File: config.mk
export PLATFORM = sky130hd
export DESIGN_NAME = fu_mem_arbiter_flat
export DESIGN_NICKNAME = d
export VERILOG_FILES = /design/src/rtl/fu_mem_arbiter_if.sv /design/src/rtl/fu_mem_arbiter.sv /design/src/flat_wrapper.sv
export SDC_FILE = /design/constraint.sdc
export NUM_CORES = 1
export LEC_CHECK = 0
export ABC_AREA = 1
export BUFFER_PORTS_ARGS = -buffer_cell sky130_fd_sc_hd__clkbuf_2
export CORE_AREA = 2 2 152 154
export DETAILED_ROUTE_END_ITERATION = 6
export DIE_AREA = 0 0 154 156
export GPL_TIMING_DRIVEN = 1
export MAX_ROUTING_LAYER = met4
export PLACE_DENSITY = 0.59
export SLEW_MARGIN = 20
export SYNTH_ARGS = -nofsm -noshare
export SYNTH_HDL_FRONTEND = slang
export SYNTH_SLANG_ARGS = --single-unit
File: constraint.sdc
create_clock -name clk -period 2.55 [get_ports clk]
set_input_delay 0.1275 -clock clk [delete_from_list [all_inputs] [get_ports clk]]
set_output_delay 0.1275 -clock clk [all_outputs]
set_load 0.01 [all_outputs]
File: src/rtl/fu_mem_arbiter_if.sv
// Bundle between the load/store buffers, the arbiter and FU_mem.
// The slave view belongs to the arbiter; the master view drives requests, models FU_mem and consumes responses.
interface fu_mem_arbiter_if #(
  parameter int TAG_W = 4
);
  logic             req0_valid;
  logic             req0_ready;
  logic             req0_mem_w;
  logic [2:0]       req0_bhw;
  logic [31:0]      req0_rs1;
  logic [31:0]      req0_rs2;
  logic [31:0]      req0_imm;
  logic [TAG_W-1:0] req0_tag;

  logic             req1_valid;
  logic             req1_ready;
  logic             req1_mem_w;
  logic [2:0]       req1_bhw;
  logic [31:0]      req1_rs1;
  logic [31:0]      req1_rs2;
  logic [31:0]      req1_imm;
  logic [TAG_W-1:0] req1_tag;

  logic             fu_EN;
  logic             fu_mem_w;
  logic [2:0]       fu_bhw;
  logic [31:0]      fu_rs1;
  logic [31:0]      fu_rs2;
  logic [31:0]      fu_imm;
  logic             fu_finish;
  logic [31:0]      fu_mem_data;

  logic             resp_valid;
  logic             resp_ready;
  logic             resp_id;
  logic [TAG_W-1:0] resp_tag;
  logic [31:0]      resp_data;
  logic             resp_is_store;
  logic             resp_err;
  logic             busy;
  logic             err_sticky;

  modport slave (
    input  req0_valid, req0_mem_w, req0_bhw, req0_rs1, req0_rs2, req0_imm, req0_tag,
    output req0_ready,
    input  req1_valid, req1_mem_w, req1_bhw, req1_rs1, req1_rs2, req1_imm, req1_tag,
    output req1_ready,
    output fu_EN, fu_mem_w, fu_bhw, fu_rs1, fu_rs2, fu_imm,
    input  fu_finish, fu_mem_data,
    output resp_valid, resp_id, resp_tag, resp_data, resp_is_store, resp_err,
    input  resp_ready,
    output busy, err_sticky
  );

  modport master (
    output req0_valid, req0_mem_w, req0_bhw, req0_rs1, req0_rs2, req0_imm, req0_tag,
    input  req0_ready,
    output req1_valid, req1_mem_w, req1_bhw, req1_rs1, req1_rs2, req1_imm, req1_tag,
    input  req1_ready,
    input  fu_EN, fu_mem_w, fu_bhw, fu_rs1, fu_rs2, fu_imm,
    output fu_finish, fu_mem_data,
    input  resp_valid, resp_id, resp_tag, resp_data, resp_is_store, resp_err,
    output resp_ready,
    input  busy, err_sticky
  );
endinterface

File: src/rtl/fu_mem_arbiter.sv
// Round-robin arbiter sharing FU_mem between load and store buffers; accept->resp_valid is 3 cycles when FU finishes at once.
// One op in flight: requesters see ready only in IDLE, and the response is held until resp_ready.
module fu_mem_arbiter #(
  parameter int TAG_W   = 4,
  parameter int TIMEOUT = 16
) (
  input  logic             clk,
  input  logic             rst,
  fu_mem_arbiter_if.slave  bus
);
  localparam int CNT_W = $clog2(TIMEOUT) + 1;

  typedef enum logic [1:0] {IDLE, ISSUE, WAIT, RESP} state_t;

  typedef struct packed {
    logic        mem_w;
    logic [2:0]  bhw;
    logic [31:0] rs1;
    logic [31:0] rs2;
    logic [31:0] imm;
  } op_t;

  state_t           state;
  state_t           state_nxt;
  logic             rr_ptr;
  logic             winner;
  logic             accept;
  logic             timeout;
  logic [CNT_W-1:0] wd_cnt;
  op_t              op0;
  op_t              op1;
  op_t              op_q;
  logic [TAG_W-1:0] tag_q;
  logic             id_q;
  logic             rdy0;
  logic             rdy1;
  logic             fu_en;

  assign op0 = {bus.req0_mem_w, bus.req0_bhw, bus.req0_rs1, bus.req0_rs2, bus.req0_imm};
  assign op1 = {bus.req1_mem_w, bus.req1_bhw, bus.req1_rs1, bus.req1_rs2, bus.req1_imm};

  // Contention goes to rr_ptr; otherwise the only valid requester wins.
  assign winner  = (bus.req0_valid && bus.req1_valid) ? rr_ptr : bus.req1_valid;
  assign timeout = (wd_cnt == CNT_W'(TIMEOUT - 1));

  always_ff @(posedge clk or negedge rst) begin
    if (!rst) begin
      state <= IDLE;
    end else begin
      state <= state_nxt;
    end
  end

  always_comb begin
    state_nxt = state;
    rdy0      = 1'b0;
    rdy1      = 1'b0;
    accept    = 1'b0;
    fu_en     = 1'b0;
    case (state)
      IDLE: begin
        rdy0   = bus.req0_valid && !winner;
        rdy1   = bus.req1_valid &&  winner;
        accept = bus.req0_valid || bus.req1_valid;
        if (accept) state_nxt = ISSUE;
      end
      ISSUE: begin
        fu_en     = 1'b1;
        state_nxt = WAIT;
      end
      WAIT: begin
        if (bus.fu_finish || timeout) state_nxt = RESP;
      end
      RESP: begin
        if (bus.resp_ready) state_nxt = IDLE;
      end
      default: state_nxt = IDLE;
    endcase
  end

  assign bus.req0_ready = rdy0;
  assign bus.req1_ready = rdy1;
  assign bus.fu_EN      = fu_en;
  assign bus.busy       = (state != IDLE);
  assign bus.fu_mem_w   = op_q.mem_w;
  assign bus.fu_bhw     = op_q.bhw;
  assign bus.fu_rs1     = op_q.rs1;
  assign bus.fu_rs2     = op_q.rs2;
  assign bus.fu_imm     = op_q.imm;

  always_ff @(posedge clk or negedge rst) begin
    if (!rst) begin
      rr_ptr            <= 1'b0;
      op_q              <= '0;
      tag_q             <= '0;
      id_q              <= 1'b0;
      wd_cnt            <= '0;
      bus.resp_valid    <= 1'b0;
      bus.resp_id       <= 1'b0;
      bus.resp_tag      <= '0;
      bus.resp_data     <= '0;
      bus.resp_is_store <= 1'b0;
      bus.resp_err      <= 1'b0;
      bus.err_sticky    <= 1'b0;
    end else begin
      case (state)
        IDLE: begin
          if (accept) begin
            rr_ptr <= ~winner;
            id_q   <= winner;
            op_q   <= winner ? op1 : op0;
            tag_q  <= winner ? bus.req1_tag : bus.req0_tag;
          end
        end
        ISSUE: wd_cnt <= '0;
        WAIT: begin
          // Finish wins over a timeout landing in the same cycle.
          if (bus.fu_finish || timeout) begin
            bus.resp_valid    <= 1'b1;
            bus.resp_id       <= id_q;
            bus.resp_tag      <= tag_q;
            bus.resp_is_store <= op_q.mem_w;
            bus.resp_err      <= !bus.fu_finish;
            bus.resp_data     <= (bus.fu_finish && !op_q.mem_w) ? bus.fu_mem_data : 32'h0;
            if (!bus.fu_finish) bus.err_sticky <= 1'b1;
          end else if (wd_cnt != '1) begin
            wd_cnt <= wd_cnt + 1'b1;
          end
        end
        RESP: begin
          if (bus.resp_ready) bus.resp_valid <= 1'b0;
        end
        default: ;
      endcase
    end
  end
endmodule

File: src/flat_wrapper.sv
// flat-port wrapper written by rule: the top's interface ports become plain ports
module fu_mem_arbiter_flat 
#(
  parameter int TAG_W   = 4,
  parameter int TIMEOUT = 16
)
  (clk, rst, bus_req0_valid, bus_req0_mem_w, bus_req0_bhw, bus_req0_rs1, bus_req0_rs2, bus_req0_imm, bus_req0_tag, bus_req0_ready, bus_req1_valid, bus_req1_mem_w, bus_req1_bhw, bus_req1_rs1, bus_req1_rs2, bus_req1_imm, bus_req1_tag, bus_req1_ready, bus_fu_EN, bus_fu_mem_w, bus_fu_bhw, bus_fu_rs1, bus_fu_rs2, bus_fu_imm, bus_fu_finish, bus_fu_mem_data, bus_resp_valid, bus_resp_id, bus_resp_tag, bus_resp_data, bus_resp_is_store, bus_resp_err, bus_resp_ready, bus_busy, bus_err_sticky);
  fu_mem_arbiter_if #(.TAG_W(TAG_W)) bus_i ();
  input  logic clk;
  input  logic rst;
  input wire logic [$bits(bus_i.req0_valid)-1:0] bus_req0_valid;
  input wire logic [$bits(bus_i.req0_mem_w)-1:0] bus_req0_mem_w;
  input wire logic [$bits(bus_i.req0_bhw)-1:0] bus_req0_bhw;
  input wire logic [$bits(bus_i.req0_rs1)-1:0] bus_req0_rs1;
  input wire logic [$bits(bus_i.req0_rs2)-1:0] bus_req0_rs2;
  input wire logic [$bits(bus_i.req0_imm)-1:0] bus_req0_imm;
  input wire logic [$bits(bus_i.req0_tag)-1:0] bus_req0_tag;
  output wire logic [$bits(bus_i.req0_ready)-1:0] bus_req0_ready;
  input wire logic [$bits(bus_i.req1_valid)-1:0] bus_req1_valid;
  input wire logic [$bits(bus_i.req1_mem_w)-1:0] bus_req1_mem_w;
  input wire logic [$bits(bus_i.req1_bhw)-1:0] bus_req1_bhw;
  input wire logic [$bits(bus_i.req1_rs1)-1:0] bus_req1_rs1;
  input wire logic [$bits(bus_i.req1_rs2)-1:0] bus_req1_rs2;
  input wire logic [$bits(bus_i.req1_imm)-1:0] bus_req1_imm;
  input wire logic [$bits(bus_i.req1_tag)-1:0] bus_req1_tag;
  output wire logic [$bits(bus_i.req1_ready)-1:0] bus_req1_ready;
  output wire logic [$bits(bus_i.fu_EN)-1:0] bus_fu_EN;
  output wire logic [$bits(bus_i.fu_mem_w)-1:0] bus_fu_mem_w;
  output wire logic [$bits(bus_i.fu_bhw)-1:0] bus_fu_bhw;
  output wire logic [$bits(bus_i.fu_rs1)-1:0] bus_fu_rs1;
  output wire logic [$bits(bus_i.fu_rs2)-1:0] bus_fu_rs2;
  output wire logic [$bits(bus_i.fu_imm)-1:0] bus_fu_imm;
  input wire logic [$bits(bus_i.fu_finish)-1:0] bus_fu_finish;
  input wire logic [$bits(bus_i.fu_mem_data)-1:0] bus_fu_mem_data;
  output wire logic [$bits(bus_i.resp_valid)-1:0] bus_resp_valid;
  output wire logic [$bits(bus_i.resp_id)-1:0] bus_resp_id;
  output wire logic [$bits(bus_i.resp_tag)-1:0] bus_resp_tag;
  output wire logic [$bits(bus_i.resp_data)-1:0] bus_resp_data;
  output wire logic [$bits(bus_i.resp_is_store)-1:0] bus_resp_is_store;
  output wire logic [$bits(bus_i.resp_err)-1:0] bus_resp_err;
  input wire logic [$bits(bus_i.resp_ready)-1:0] bus_resp_ready;
  output wire logic [$bits(bus_i.busy)-1:0] bus_busy;
  output wire logic [$bits(bus_i.err_sticky)-1:0] bus_err_sticky;
  assign bus_i.req0_valid = bus_req0_valid;
  assign bus_i.req0_mem_w = bus_req0_mem_w;
  assign bus_i.req0_bhw = bus_req0_bhw;
  assign bus_i.req0_rs1 = bus_req0_rs1;
  assign bus_i.req0_rs2 = bus_req0_rs2;
  assign bus_i.req0_imm = bus_req0_imm;
  assign bus_i.req0_tag = bus_req0_tag;
  assign bus_req0_ready = bus_i.req0_ready;
  assign bus_i.req1_valid = bus_req1_valid;
  assign bus_i.req1_mem_w = bus_req1_mem_w;
  assign bus_i.req1_bhw = bus_req1_bhw;
  assign bus_i.req1_rs1 = bus_req1_rs1;
  assign bus_i.req1_rs2 = bus_req1_rs2;
  assign bus_i.req1_imm = bus_req1_imm;
  assign bus_i.req1_tag = bus_req1_tag;
  assign bus_req1_ready = bus_i.req1_ready;
  assign bus_fu_EN = bus_i.fu_EN;
  assign bus_fu_mem_w = bus_i.fu_mem_w;
  assign bus_fu_bhw = bus_i.fu_bhw;
  assign bus_fu_rs1 = bus_i.fu_rs1;
  assign bus_fu_rs2 = bus_i.fu_rs2;
  assign bus_fu_imm = bus_i.fu_imm;
  assign bus_i.fu_finish = bus_fu_finish;
  assign bus_i.fu_mem_data = bus_fu_mem_data;
  assign bus_resp_valid = bus_i.resp_valid;
  assign bus_resp_id = bus_i.resp_id;
  assign bus_resp_tag = bus_i.resp_tag;
  assign bus_resp_data = bus_i.resp_data;
  assign bus_resp_is_store = bus_i.resp_is_store;
  assign bus_resp_err = bus_i.resp_err;
  assign bus_i.resp_ready = bus_resp_ready;
  assign bus_busy = bus_i.busy;
  assign bus_err_sticky = bus_i.err_sticky;
  fu_mem_arbiter #(.TAG_W(TAG_W), .TIMEOUT(TIMEOUT)) u_core (.clk(clk), .rst(rst), .bus(bus_i));
endmodule
==> metrics.cfg <==
[worst_setup_path]
timing.critical_path.slowest_stage_cell = dlygate4sd3_1
rrSetupSlack_ns = 0.30
cp_max_fo = 53
critPathMaxStageDelay_ns = 0.55
crit_path_frequent_cell = nand3_1
crit_type = flop to flop
endpoint_kind = flop
critPathBufInv = 4
critPathLaunchType = flop
crit_chain = inv_1 -> ha_4 -> nand2_1 -> inv_2 -> buf_12 -> nand3_1 -> nand3_1 -> dlygate4sd3_1
crit_arrival_ns = 2.61
required_ns = 2.91
crit_family = buffers and inverters

[timing]
fin_skew_ns = 0.0142
timing.final.max_slew_violations = 0
rsz0062_at_grt = false
finalHoldViolations = 0
finalSetupViolations = 0
slew_headroom = 0.587
fin_setup_tns_ns = 0
post-route-period-util = 0.883
worstMarginPinSlew_ns = 0.620
fmax_mhz = 444
layout_min_cycle_time_ns = 2.25

[power_and_ir_drop]
power_frac_clock = 0.200
ir_drop_mv = 0.462
p_leak_uw = 0.00660
p_switching_uw = 5220
swShare = 0.393
p_seq_frac = 0.318
internal_power_uw = 8060
power_uw = 13300
pwr-share-comb = 0.482
p_per_area_nw_per_um2 = 1080

[floorplanning]
start_util = 0.330
die_x_um = 154
dieHeight_um = 156
die-area_um2 = 24000
ios = 391
core_area_um2 = 22400
rows = 55

[layout]
final_nets = 1722
final_cell_area_um2 = 12300
area_growth_pct = 66.5
regArea_um2 = 3850
layout_commonest_cell = clkbuf_2
final_cells = 1770
multiInputGateArea_um2 = 2960
fill_cells = 2087
drive_above_1_share = 0.301
final_cell_mix = clkbuf_2, nand2_1, nand3_1

[place]
gp_congestion = 0.859
dpl.hpwl_mm = 19.2
portBuffers = 390
placed_area_um2 = 9580
dp.cells = 1524

[flow_run]
max_cap_viol_count = 0

[clock_network]
numCtsBuffers = 17
cts_buffer_depth = 2
cts_hold_buf = 211
insertion_delay_ns = 0.43
clock_sinks = 154
htree_levels = 4
clock-root-buffer = clkbuf_16
cts.clk_slew.worst_paths_ns = 0.06
postCtsSetupBuffers = 0
ctsResizeCount = 0
cts_tree = yes

[grt]
grt.overflow.total = 0
grt_max_degree = 91
grt_pass1_vias = 9165
grt_pass1_wl_mm = 46.6
grt_usage = 0.251
antenna_found_initial = 4

[route]
wl_mm = 29.6
drt-initial-drc-count = 653
firstDrtPassIters = 5
wl_per_cell_um = 16.7
via_per_inst = 5.01
drtAntennaViolNets = 0
drcViolationCount = 0
via_count = 8861

[logic_synthesis]
synth.avg_cell_area_um2 = 8.13
synth.largest_area_cell = dfrtp_1
ys_seq_elements = 154
synthDistinctLibCells = 17
syn_nets = 1161
synthTopCellsByArea = dfrtp_1, nand3_1, nand2_1
synth_area_um2 = 7380
ys_seq_area_frac = 0.522
syn_inst = 908
yosys_warnings = 0
yosysTopAreaCellShare = 0.522

[hold_path]
worstHoldPathType = input port to flop

[outcome]
outcome = finished, final reports clean

==> layer usage <==
metal,vias to the layer above,track usage,routed length (µm)
met1,4228,0.297,12100
met3,63,0.0486,1920
met5,-,-,0
met4,0,0.110,903
li1,4171,-,-
met2,399,0.419,14700
==> Yosys cell counts <==
cell        n
ha_1        7
nand2_2     2
nand4_1    86
o21ai_4     1
buf_1       3
o21ai_1     6
nand2_1   263
clkbuf_1   25
inv_2       1
inv_1      61
nor2_1      6
dfrtp_1   154
nand3_1   213
o21ai_2     1
buf_4      11
o21ai_0    31
buf_2      37
==> final timing paths <==
check | to | startpoint | cells past startpoint
max | u_core.bus.fu_imm[17] | u_core.state[0] | 8
min in group asynchronous | u_core.bus.resp_data[9] | rst | 2
min | u_core.bus.fu_rs1[6] | bus_req0_rs1[6] | 5
max reg2reg | u_core.bus.fu_imm[17] | u_core.state[0] | 8
max in group asynchronous | u_core.bus.fu_imm[17] | rst | 3
min reg2reg | u_core.bus.err_sticky | u_core.bus.err_sticky | 2
==> worst register-to-register path: cells and delay by family (launching register included) <==
family	cells	cell delay (ns)
adders and majority gates	1	0.18
buffers and inverters	4	1.24
DFF	1	0.41
and+or+nand+nor	3	0.36
==> power by group through the flow <==
stage               registers [µW]  clock network, µW  logic [µW]
global placement              4230                  0        5030
CTS                           4200               2720        6370
detailed placement            4200                  0        5110
floorplan                     4610                  0        2460
global route                  4350               2800        7040
finish                        4220               2650        6400
==> cells by family (layout without fill, tap and decap cells) <==
family	Yosys count	after routing	share of synthesized area
and+or+nand+nor	570	570	0.356
buffers and inverters	138	711	0.0820
DFF	154	154	0.522
AOI/OAI and AO/OA	39	39	0.0285
adders and majority gates	7	7	0.0119
other	0	4	0
==> area by class of cell <==
class                   instances  area share
repair buffers                618       0.349
flip-flops and latches        154       0.313
multi-input cells             616       0.240
clock buffers                  17      0.0346
well taps                     285      0.0290
inverters                      62      0.0189
clock inverters                14      0.0140
diodes                          4    0.000814
==> registers in the layout, indices dropped and copies added (netlist names), 2 cells and up <==
name and count:
u_core.bus.fu_bhw 3, u_core.bus.fu_imm 32, u_core.bus.fu_rs1 32, u_core.bus.fu_rs2 32
u_core.bus.resp_data 32, u_core.bus.resp_tag 4, u_core.state 2, u_core.tag_q 4
u_core.wd_cnt 5
==> per-stage QoR <==
step / hold WS [ns] / setup WS (ns) / utilization
after floorplan: -0.168 / 0.864 / -
after global placement: 0.178 / 0.729 / 0.428
after detailed placement: 0.172 / 0.681 / 0.428
after CTS: 0.00615 / 0.305 / 0.549
after global routing: 0.0327 / 0.164 / 0.550
final: 0.0102 / 0.299 / 0.550
Note: power is estimated with default switching activity, not from simulation.
